### config.mk
export PLATFORM = sky130hd
export DESIGN_NAME = board_cursor_flat
export DESIGN_NICKNAME = d
export VERILOG_FILES = /design/src/rtl/game_pkg.sv /design/src/rtl/board_cursor_if.sv /design/src/rtl/board_cursor_click_edge.sv /design/src/rtl/board_cursor.sv /design/src/flat_wrapper.sv
export SDC_FILE = /design/constraint.sdc
export NUM_CORES = 1
export LEC_CHECK = 0
export ABC_AREA = 1
export BUFFER_PORTS_ARGS = -buffer_cell sky130_fd_sc_hd__buf_2
export CORE_MARGIN = 2
export CORE_UTILIZATION = 57
export DETAILED_ROUTE_END_ITERATION = 10
export GPL_TIMING_DRIVEN = 0
export PLACE_DENSITY = 0.82
export SETUP_SLACK_MARGIN = 0.2
export SLEW_MARGIN = 20
export SYNTH_ARGS = -nofsm -noshare
export SYNTH_HDL_FRONTEND = slang
export SYNTH_HIERARCHICAL = 1
export SYNTH_SLANG_ARGS = --single-unit
### constraint.sdc
create_clock -name clk -period 1.9 [get_ports clk]
set_input_delay 0.57 -clock clk [delete_from_list [all_inputs] [get_ports clk]]
set_output_delay 0.57 -clock clk [all_outputs]
set_load 0.02 [all_outputs]
### src/rtl/game_pkg.sv
`default_nettype none
// ============================================================================
// Module   : game_pkg
// Brief    : Board geometry constants and cursor FSM state type, shared by the
//            renderer, board_cursor and game_board.
// Revision : 1.0
// ============================================================================
package game_pkg;

    localparam int C_GRID_N    = 10;
    localparam int C_CELL_SIZE = 40;
    localparam int C_BOARD_X0  = 100;
    localparam int C_BOARD_Y0  = 100;

    typedef enum logic [0:0] {
        IDLE = 1'b0,
        DIV  = 1'b1
    } cursor_state_t;

endpackage : game_pkg
`default_nettype wire

### src/rtl/board_cursor_if.sv
`default_nettype none
// ============================================================================
// Module   : board_cursor_if
// Brief    : Mouse-in / cell-pick-out bundle between the mouse front end,
//            board_cursor and game_board.
// Revision : 1.0
// ============================================================================
interface board_cursor_if;

    logic [11:0] xpos;
    logic [11:0] ypos;
    logic        left;
    logic        pick_ship;
    logic [7:0]  mouse_pos;
    logic        busy;
    logic        cell_valid;

    modport master (
        output xpos, ypos, left,
        input  pick_ship, mouse_pos, busy, cell_valid
    );

    modport slave (
        input  xpos, ypos, left,
        output pick_ship, mouse_pos, busy, cell_valid
    );

endinterface : board_cursor_if
`default_nettype wire

### src/rtl/board_cursor_click_edge.sv
`default_nettype none
// ============================================================================
// Module   : click_edge
// Brief    : Registers a button level and flags its rising edge; one press per
//            hold. Reusable for any button.
// Revision : 1.0
// ============================================================================
module click_edge (
    input  wire logic clk,
    input  wire logic rst,
    input  wire logic btn,
    output logic      press
);

    logic r_btn_q;

    // Resetting to 1 keeps a button already held at reset release from firing.
    always_ff @(posedge clk or posedge rst) begin
        if (rst) begin
            r_btn_q <= 1'b1;
        end else begin
            r_btn_q <= btn;
        end
    end

    assign press = btn & ~r_btn_q;

endmodule : click_edge
`default_nettype wire

### src/rtl/board_cursor.sv
`default_nettype none
// ============================================================================
// Module   : board_cursor
// Brief    : Converts a left click inside the grid into a {row,col} cell index
//            using an iterative subtract divider; flags hover-inside-grid.
// Revision : 1.0
// ============================================================================
module board_cursor
    import game_pkg::*;
#(
    parameter int BOARD_X0  = C_BOARD_X0,
    parameter int BOARD_Y0  = C_BOARD_Y0,
    parameter int CELL_SIZE = C_CELL_SIZE,
    parameter int GRID_N    = C_GRID_N
) (
    input  wire logic     clk,
    input  wire logic     rst,
    board_cursor_if.slave bus
);

    // 13-bit bounds so BOARD_x0 + GRID_N*CELL_SIZE cannot wrap.
    localparam logic [12:0] C_X_LO = 13'(BOARD_X0);
    localparam logic [12:0] C_X_HI = 13'(BOARD_X0 + GRID_N * CELL_SIZE);
    localparam logic [12:0] C_Y_LO = 13'(BOARD_Y0);
    localparam logic [12:0] C_Y_HI = 13'(BOARD_Y0 + GRID_N * CELL_SIZE);
    localparam logic [11:0] C_CELL = 12'(CELL_SIZE);
    localparam logic [11:0] C_X0   = 12'(BOARD_X0);
    localparam logic [11:0] C_Y0   = 12'(BOARD_Y0);

    cursor_state_t r_state;
    logic [11:0]   r_dx;
    logic [11:0]   r_dy;
    logic [3:0]    r_row;
    logic [3:0]    r_col;
    logic [7:0]    r_mouse_pos;
    logic          r_pick_ship;
    logic          r_cell_valid;

    logic          w_press;
    logic          w_inside;
    logic          w_dx_ge;
    logic          w_dy_ge;

    click_edge u_click_edge (
        .clk   (clk),
        .rst   (rst),
        .btn   (bus.left),
        .press (w_press)
    );

    assign w_inside = ({1'b0, bus.xpos} >= C_X_LO) && ({1'b0, bus.xpos} < C_X_HI) &&
                      ({1'b0, bus.ypos} >= C_Y_LO) && ({1'b0, bus.ypos} < C_Y_HI);

    assign w_dx_ge = (r_dx >= C_CELL);
    assign w_dy_ge = (r_dy >= C_CELL);

    always_ff @(posedge clk or posedge rst) begin
        if (rst) begin
            r_state      <= IDLE;
            r_dx         <= 12'd0;
            r_dy         <= 12'd0;
            r_row        <= 4'd0;
            r_col        <= 4'd0;
            r_mouse_pos  <= 8'h00;
            r_pick_ship  <= 1'b0;
            r_cell_valid <= 1'b0;
        end else begin
            r_cell_valid <= w_inside;
            r_pick_ship  <= 1'b0;
            case (r_state)
                IDLE: begin
                    if (w_press && w_inside) begin
                        r_dx    <= bus.xpos - C_X0;
                        r_dy    <= bus.ypos - C_Y0;
                        r_row   <= 4'd0;
                        r_col   <= 4'd0;
                        r_state <= DIV;
                    end
                end
                DIV: begin
                    // Both axes divide in parallel; done once both remainders fit in a cell.
                    if (!w_dx_ge && !w_dy_ge) begin
                        r_mouse_pos <= {r_row, r_col};
                        r_pick_ship <= 1'b1;
                        r_state     <= IDLE;
                    end else begin
                        if (w_dx_ge) begin
                            r_dx  <= r_dx - C_CELL;
                            r_col <= r_col + 4'd1;
                        end
                        if (w_dy_ge) begin
                            r_dy  <= r_dy - C_CELL;
                            r_row <= r_row + 4'd1;
                        end
                    end
                end
                default: r_state <= IDLE;
            endcase
        end
    end

    assign bus.pick_ship  = r_pick_ship;
    assign bus.mouse_pos  = r_mouse_pos;
    assign bus.cell_valid = r_cell_valid;
    assign bus.busy       = (r_state == DIV);

endmodule : board_cursor
`default_nettype wire

### src/flat_wrapper.sv
// flat-port wrapper written by rule: the top's interface ports become plain ports
module board_cursor_flat import game_pkg::*;
#(
    parameter int BOARD_X0  = C_BOARD_X0,
    parameter int BOARD_Y0  = C_BOARD_Y0,
    parameter int CELL_SIZE = C_CELL_SIZE,
    parameter int GRID_N    = C_GRID_N
)
  (clk, rst, bus_xpos, bus_ypos, bus_left, bus_pick_ship, bus_mouse_pos, bus_busy, bus_cell_valid);
  board_cursor_if bus_i ();
  input  wire logic clk;
  input  wire logic rst;
  input wire logic [$bits(bus_i.xpos)-1:0] bus_xpos;
  input wire logic [$bits(bus_i.ypos)-1:0] bus_ypos;
  input wire logic [$bits(bus_i.left)-1:0] bus_left;
  output wire logic [$bits(bus_i.pick_ship)-1:0] bus_pick_ship;
  output wire logic [$bits(bus_i.mouse_pos)-1:0] bus_mouse_pos;
  output wire logic [$bits(bus_i.busy)-1:0] bus_busy;
  output wire logic [$bits(bus_i.cell_valid)-1:0] bus_cell_valid;
  assign bus_i.xpos = bus_xpos;
  assign bus_i.ypos = bus_ypos;
  assign bus_i.left = bus_left;
  assign bus_pick_ship = bus_i.pick_ship;
  assign bus_mouse_pos = bus_i.mouse_pos;
  assign bus_busy = bus_i.busy;
  assign bus_cell_valid = bus_i.cell_valid;
  board_cursor #(.BOARD_X0(BOARD_X0), .BOARD_Y0(BOARD_Y0), .CELL_SIZE(CELL_SIZE), .GRID_N(GRID_N)) u_core (.clk(clk), .rst(rst), .bus(bus_i));
endmodule
**Word level (Yosys, flattened, before mapping)**

Cells that the tools add are included.

- Register bits after elaboration: 44
- Bits of input ports: 27
- Output and inout bits: 11
- Word-level logic and storage cells: 58

- $add $sub $neg: 6
- $lt $le $gt $ge: 6
- Eq/ne operators: 4
- Mux-type cells: 20
- Bitwise logic cells: 3
- Reductions and logical operators: 10

Operator list:

| kind | number |
|---|---|
| 2-to-1 mux 12 bit | 6 |
| one-hot mux 12 bit (2 select lines) | 2 |
| greater-or-equal comparator 12 x 6 -> 1 bit, second input constant | 2 |
| greater-or-equal comparator 12 x 7 -> 1 bit, second input constant | 2 |
| < comparator 12 x 9 -> 1 bit, second input constant | 2 |
| subtractor 12 x 6 -> 12 bit, second input constant | 2 |
| subtractor 12 x 7 -> 12 bit, second input constant | 2 |
| 2-to-1 mux 4 bit | 5 |
| one-hot mux 4 bit (2 select lines) | 2 |
| adder 4 x 1 -> 4 bit, second input constant | 2 |
| inequality test 2 bit, second input constant | 3 |
| AND reduction 3 bit | 2 |
| logical AND 1 bit | 5 |
| 2-to-1 mux 1 bit | 4 |
| logical NOT 1 bit | 2 |
| inequality test 2 x 1 -> 1 bit, second input constant | 1 |
| inverter 1 bit | 2 |
| one-hot mux 1 bit (2 select lines) | 1 |
| AND reduction 2 bit | 1 |
| bitwise AND 1 bit | 1 |

**Longest topological paths before layout**

- Word-level depth: 7
- Depth in mapped cells: 14
- Gate-level depth less buffers: 13

**Hierarchy**

The synthesis kept the hierarchy.

By module, submodules not included:

| module | times used | cells each | area an instance (µm²) | seq. area each (µm²) |
|---|---|---|---|---|
| board_cursor | 1 | 386 | 2,666.3 | 925.9 |
| click_edge | 1 | 4 | 40.0 | 26.3 |

**Worst setup path after synthesis**

OpenSTA, ideal clock, no wires.

- Kind: input to register
- Start point: input port bus_xpos[2]
- End point: register u_core.r_dx[6]
- Setup time: 117 ps
- Data arrival time: 1,689 ps
- Required time: 1,783 ps
- Setup slack: 95 ps
- Stages: 13
- Path buffers: 1
- Cells stage by stage: inv_1 > ha_1 > nand2_1 > nand3_1 > nand2_2 > clkinv_2 > nand3b_4 > nand3_2 > nand2_2 > nand2_4 > buf_6 > nand2_1 > nand2_1

- Longest elaborated chain between the ends: 7

RTL lines:

| element | RTL line | source |
|---|---|---|
| start: declaration | flat_wrapper.sv:13 | `input wire logic [$bits(bus_i.xpos)-1:0] bus_xpos;` |
| greater-or-equal comparator 12 x 7 -> 1 bit or < comparator 12 x 9 -> 1 bit (tied branches) | board_cursor.sv:51 | `assign w_inside = ({1'b0, bus.xpos} >= C_X_LO) && ({1'b0, bus.xpos} < C_X_HI) &&` |
| logical AND 1 bit (2 in a row) | board_cursor.sv:51 |  |
| logical AND 1 bit | board_cursor.sv:52 | `({1'b0, bus.ypos} >= C_Y_LO) && ({1'b0, bus.ypos} < C_Y_HI);` |
| logical AND 1 bit | board_cursor.sv:72 | `if (w_press && w_inside) begin` |
| inequality test 2 x 1 -> 1 bit (no source line) | n/a |  |
| AND reduction 3 bit (no source line) | n/a |  |
| end signal: assignment | board_cursor.sv:73 | `r_dx <= bus.xpos - C_X0;` |
| end signal: assignment | board_cursor.sv:88 | `r_dx <= r_dx - C_CELL;` |
| end: declaration | board_cursor.sv:31 | `logic [11:0] r_dx;` |

Several ways; a longest one is shown, not always the timed one. The select of a mux whose other input is x is not followed.
A chain may end at the register's enable or synchronous reset.

**Worst setup path in the final report**

- Start point: input port bus_ypos[3]
- End point: register u_core.r_dx[4]

- Longest elaborated chain between the ends: 6

RTL lines:

| element | RTL line | source |
|---|---|---|
| start: declaration | flat_wrapper.sv:14 | `input wire logic [$bits(bus_i.ypos)-1:0] bus_ypos;` |
| greater-or-equal comparator 12 x 7 -> 1 bit | board_cursor.sv:52 |  |
| logical AND 1 bit | board_cursor.sv:51 |  |
| logical AND 1 bit * | board_cursor.sv:52 |  |
| logical AND 1 bit * | board_cursor.sv:72 |  |
| inequality test 2 x 1 -> 1 bit (no source line) * | n/a |  |
| AND reduction 3 bit (no source line) * | n/a |  |

Mark *: on every way between the ends. The rest lies on a longest branch, timed or not.

==> qor.yml <==
setup_path:
  path_class: "in -> reg"
  crit_required_ns: 2.08
  critPathMaxFanout: 5
  cp-end-kind: "flip-flop"
  start_kind: "input pin"
  cp.arrival_ns: 1.88
  rrSetupSlack_ns: 0.26
final_layout:
  final_common_cell: "nand2_1"
  insertedDiodeCount: 0
  drive_above_1_share_pct: 26.2
  register_area_um2: 953
  final_core_util_pct: 71.4
  final_area_mm2: 0.00333
  fillerInstances: 374
  final_cell_mix: "116 x nand2_1, 52 x nand3_1, 41 x inv_1"
  multi_input_area_mm2: 0.00163
  area_growth_pct: 23.0
  nets: 477
power:
  cellPowerDensity_mw_per_mm2: 1290
  irDropWorstVdd_v: 0.000758
  leakagePower_uw: 0.00178
synth:
  synth_xor_area_share_pct: 2.27
  syn_area_mm2: 0.00271
  synth_compound_area_share_pct: 7.12
  yosysWarnings: 6
  syn_area_per_cell_um2: 6.94
  synth_fa_ha_area_share_pct: 3.70
  syn_inst: 390
  ys_ff_latch: 38
  synth_nets: 425
  synthSimpleGateAreaFrac_pct: 41.5
  synth_top_family_by_area: "simple AND/OR/NAND/NOR gates"
  synth-seq-area-share_pct: 35.2
  synth_cell_types: 37
  synth_mux_area_share_pct: 0
outcome:
  status: "finished clean"
global_route:
  grt_remaining_overflow: 0
  grt_pass1_wl_um: 10600
  grtUsageMet1_pct: 31.2
  grt_util_met3_pct: 4.14
  grt_usage_pct: 25.1
  grt_pass1_vias: 2488
  grt_max_degree: 36
  globalRoute.busiestLayer: "met2"
  grt_util_met2_pct: 45.5
  antenna_found_initial: 0
clock_network:
  clockBufferDepth: 2
  root_buffer: "clkbuf_8"
  cts_buffers: 5
  cts_tree: "yes"
  clkSinkCount: 38
  cts-htree-levels: 2
  clock_latency_ns: 0.29
  clk_pin_slew_ns: 0.08
sta:
  clock.fmax_ghz: 0.588
  hold_slack_ns: 0.137
  finClkSkew_ns: 0.00693
  relSlewSlack_pct: 68.3
  worstMarginPinSlew_ns: 0.475
  finalHoldViolations: 0
  rsz0062_at_grt: "true"
  finalCriticalPeriod_ns: 1.70
  post-route-period-util_pct: 89.4
  final-max-slew-violation-count: 0
  setup-violations-final: 0
  tns_ns: 0
die:
  initial_core_util_pct: 58.1
  core_mm2: 0.00466
  ioPinCount: 38
  rows: 25
  die_w_um: 72.9
  die-area_mm2: 0.00532
  die_h_um: 72.9
route:
  drcViolationCount: 0
  drtAntennaViolNets: 0
  via_count: 2695
  wl_per_cell_um: 13.2
  first_iter_violations: 230
  drt-total-wl_um: 6540
  drtPass1Iterations: 5
  vias_per_cell: 5.42
worst_hold_path:
  hold_class: "in -> async"
place:
  routabilityCongestion: 0.887
  dp_hpwl_um: 4800
  portBuffers: 37
  place_area_mm2: 0.00305
job:
  cap_violations: 0
[Yosys cell counts (all sizes together)]
cell type / count / area share, %
a21oi: 7 / 1.3
nand3: 57 / 11
inv: 51 / 7.1
and2: 2 / 0.46
ha: 8 / 3.7
o31ai: 2 / 0.55
and3: 1 / 0.23
o21ai: 21 / 3.9
nand2: 132 / 19
a31oi: 1 / 0.23
nand4: 8 / 2.4
o21a: 1 / 0.28
buf: 7 / 2.3
nand3b: 3 / 1.3
clkinv: 3 / 0.46
dfrtp: 37 / 34
nor2: 29 / 4.9
a22oi: 2 / 0.55
clkbuf: 3 / 0.42
o2111ai: 1 / 0.32
xor2: 7 / 2.3
nor3: 3 / 1.6
or2: 3 / 0.69
dfstp: 1 / 0.97
[path summary, 6_finish.rpt]
kind                                                     to                    start  cells past startpoint
worst min register to register      u_core/bus.mouse_pos[5]  u_core/bus.mouse_pos[5]                      2
worst max-delay path                         u_core/r_dx[4]              bus_ypos[3]                     15
min in group clk                u_core/u_click_edge/r_btn_q                 bus_left                      1
max in group asynchronous                    u_core/r_dy[6]                      rst                      3
worst max register to register               u_core/r_dx[4]           u_core/r_dx[8]                     10
worst min-delay path                  u_core/bus.cell_valid                      rst                      2
[state kept, by name (all words and copies together), names as in the netlist, 4 cells and up]
register,flops
u_core/r_dx,9
u_core/r_dy,9
u_core/bus.mouse_pos,8
u_core/r_col,4
u_core/r_row,4
[power by group]
part / internal (µW) / switching, µW
clock network: 391 / 302
registers: 1140 / 337
logic: 887 / 1240
total: 2420 / 1880
[area by class of cell]
type | count | share of cell area [%]
plain buffers | 10 | 2.33
clock buffers | 5 | 2.07
clock inverters | 3 | 1.35
inverters | 54 | 6.76
multi-input cells | 288 | 48.8
flip-flops and latches | 38 | 28.6
well taps | 54 | 2.03
repair buffers | 45 | 8.00
[timing repair]
action,CTS,global route
setup buffers,0,6
cloned,0,1
resized for setup,2,36
pin swaps,1,13
hold buffers,0,0
endpoints found under the setup margin,8,33
[cell families (layout without fill, tap and decap cells)]
| logic type | count (synthesis) | in the layout |
|---|---|---|
| flops | 38 | 38 |
| xor+xnor | 7 | 7 |
| compound gates | 35 | 35 |
| fa+ha+maj | 8 | 8 |
| buf+inv | 64 | 117 |
| simple gates | 238 | 238 |
[worst max-delay path, cell delays in order]
cell and delay (ns):
buf_4 0.14, inv_12 0.06, ha_4 0.10, nand2_1 0.04
inv_1 0.07, nand3_2 0.08, nand2_2 0.08, nor2_4 0.05
nor2_4 0.15, nand3_2 0.10, nand2_4 0.10, nand2_4 0.08
buf_6 0.14, nand2_1 0.06, nand2_1 0.06
[per-stage QoR]
step	total power (µW)	worst slack (ns)	std cells
CTS	4100	0.204	490
global placement	3280	-0.0887	481
detailed placement	3400	-0.147	482
finish	4290	0.201	497
global route	4730	0.146	497
floorplan	2930	0.197	390
[metal layers]
layer	routed length (µm)	vias up	share of wire, %
met2	3390	67	52
met3	266	6	4.1
met1	2840	1276	43
li1	-	1346	-
met5	0	-	0
met4	46	0	0.70
No activity file was read; power rests on OpenSTA's default activity.
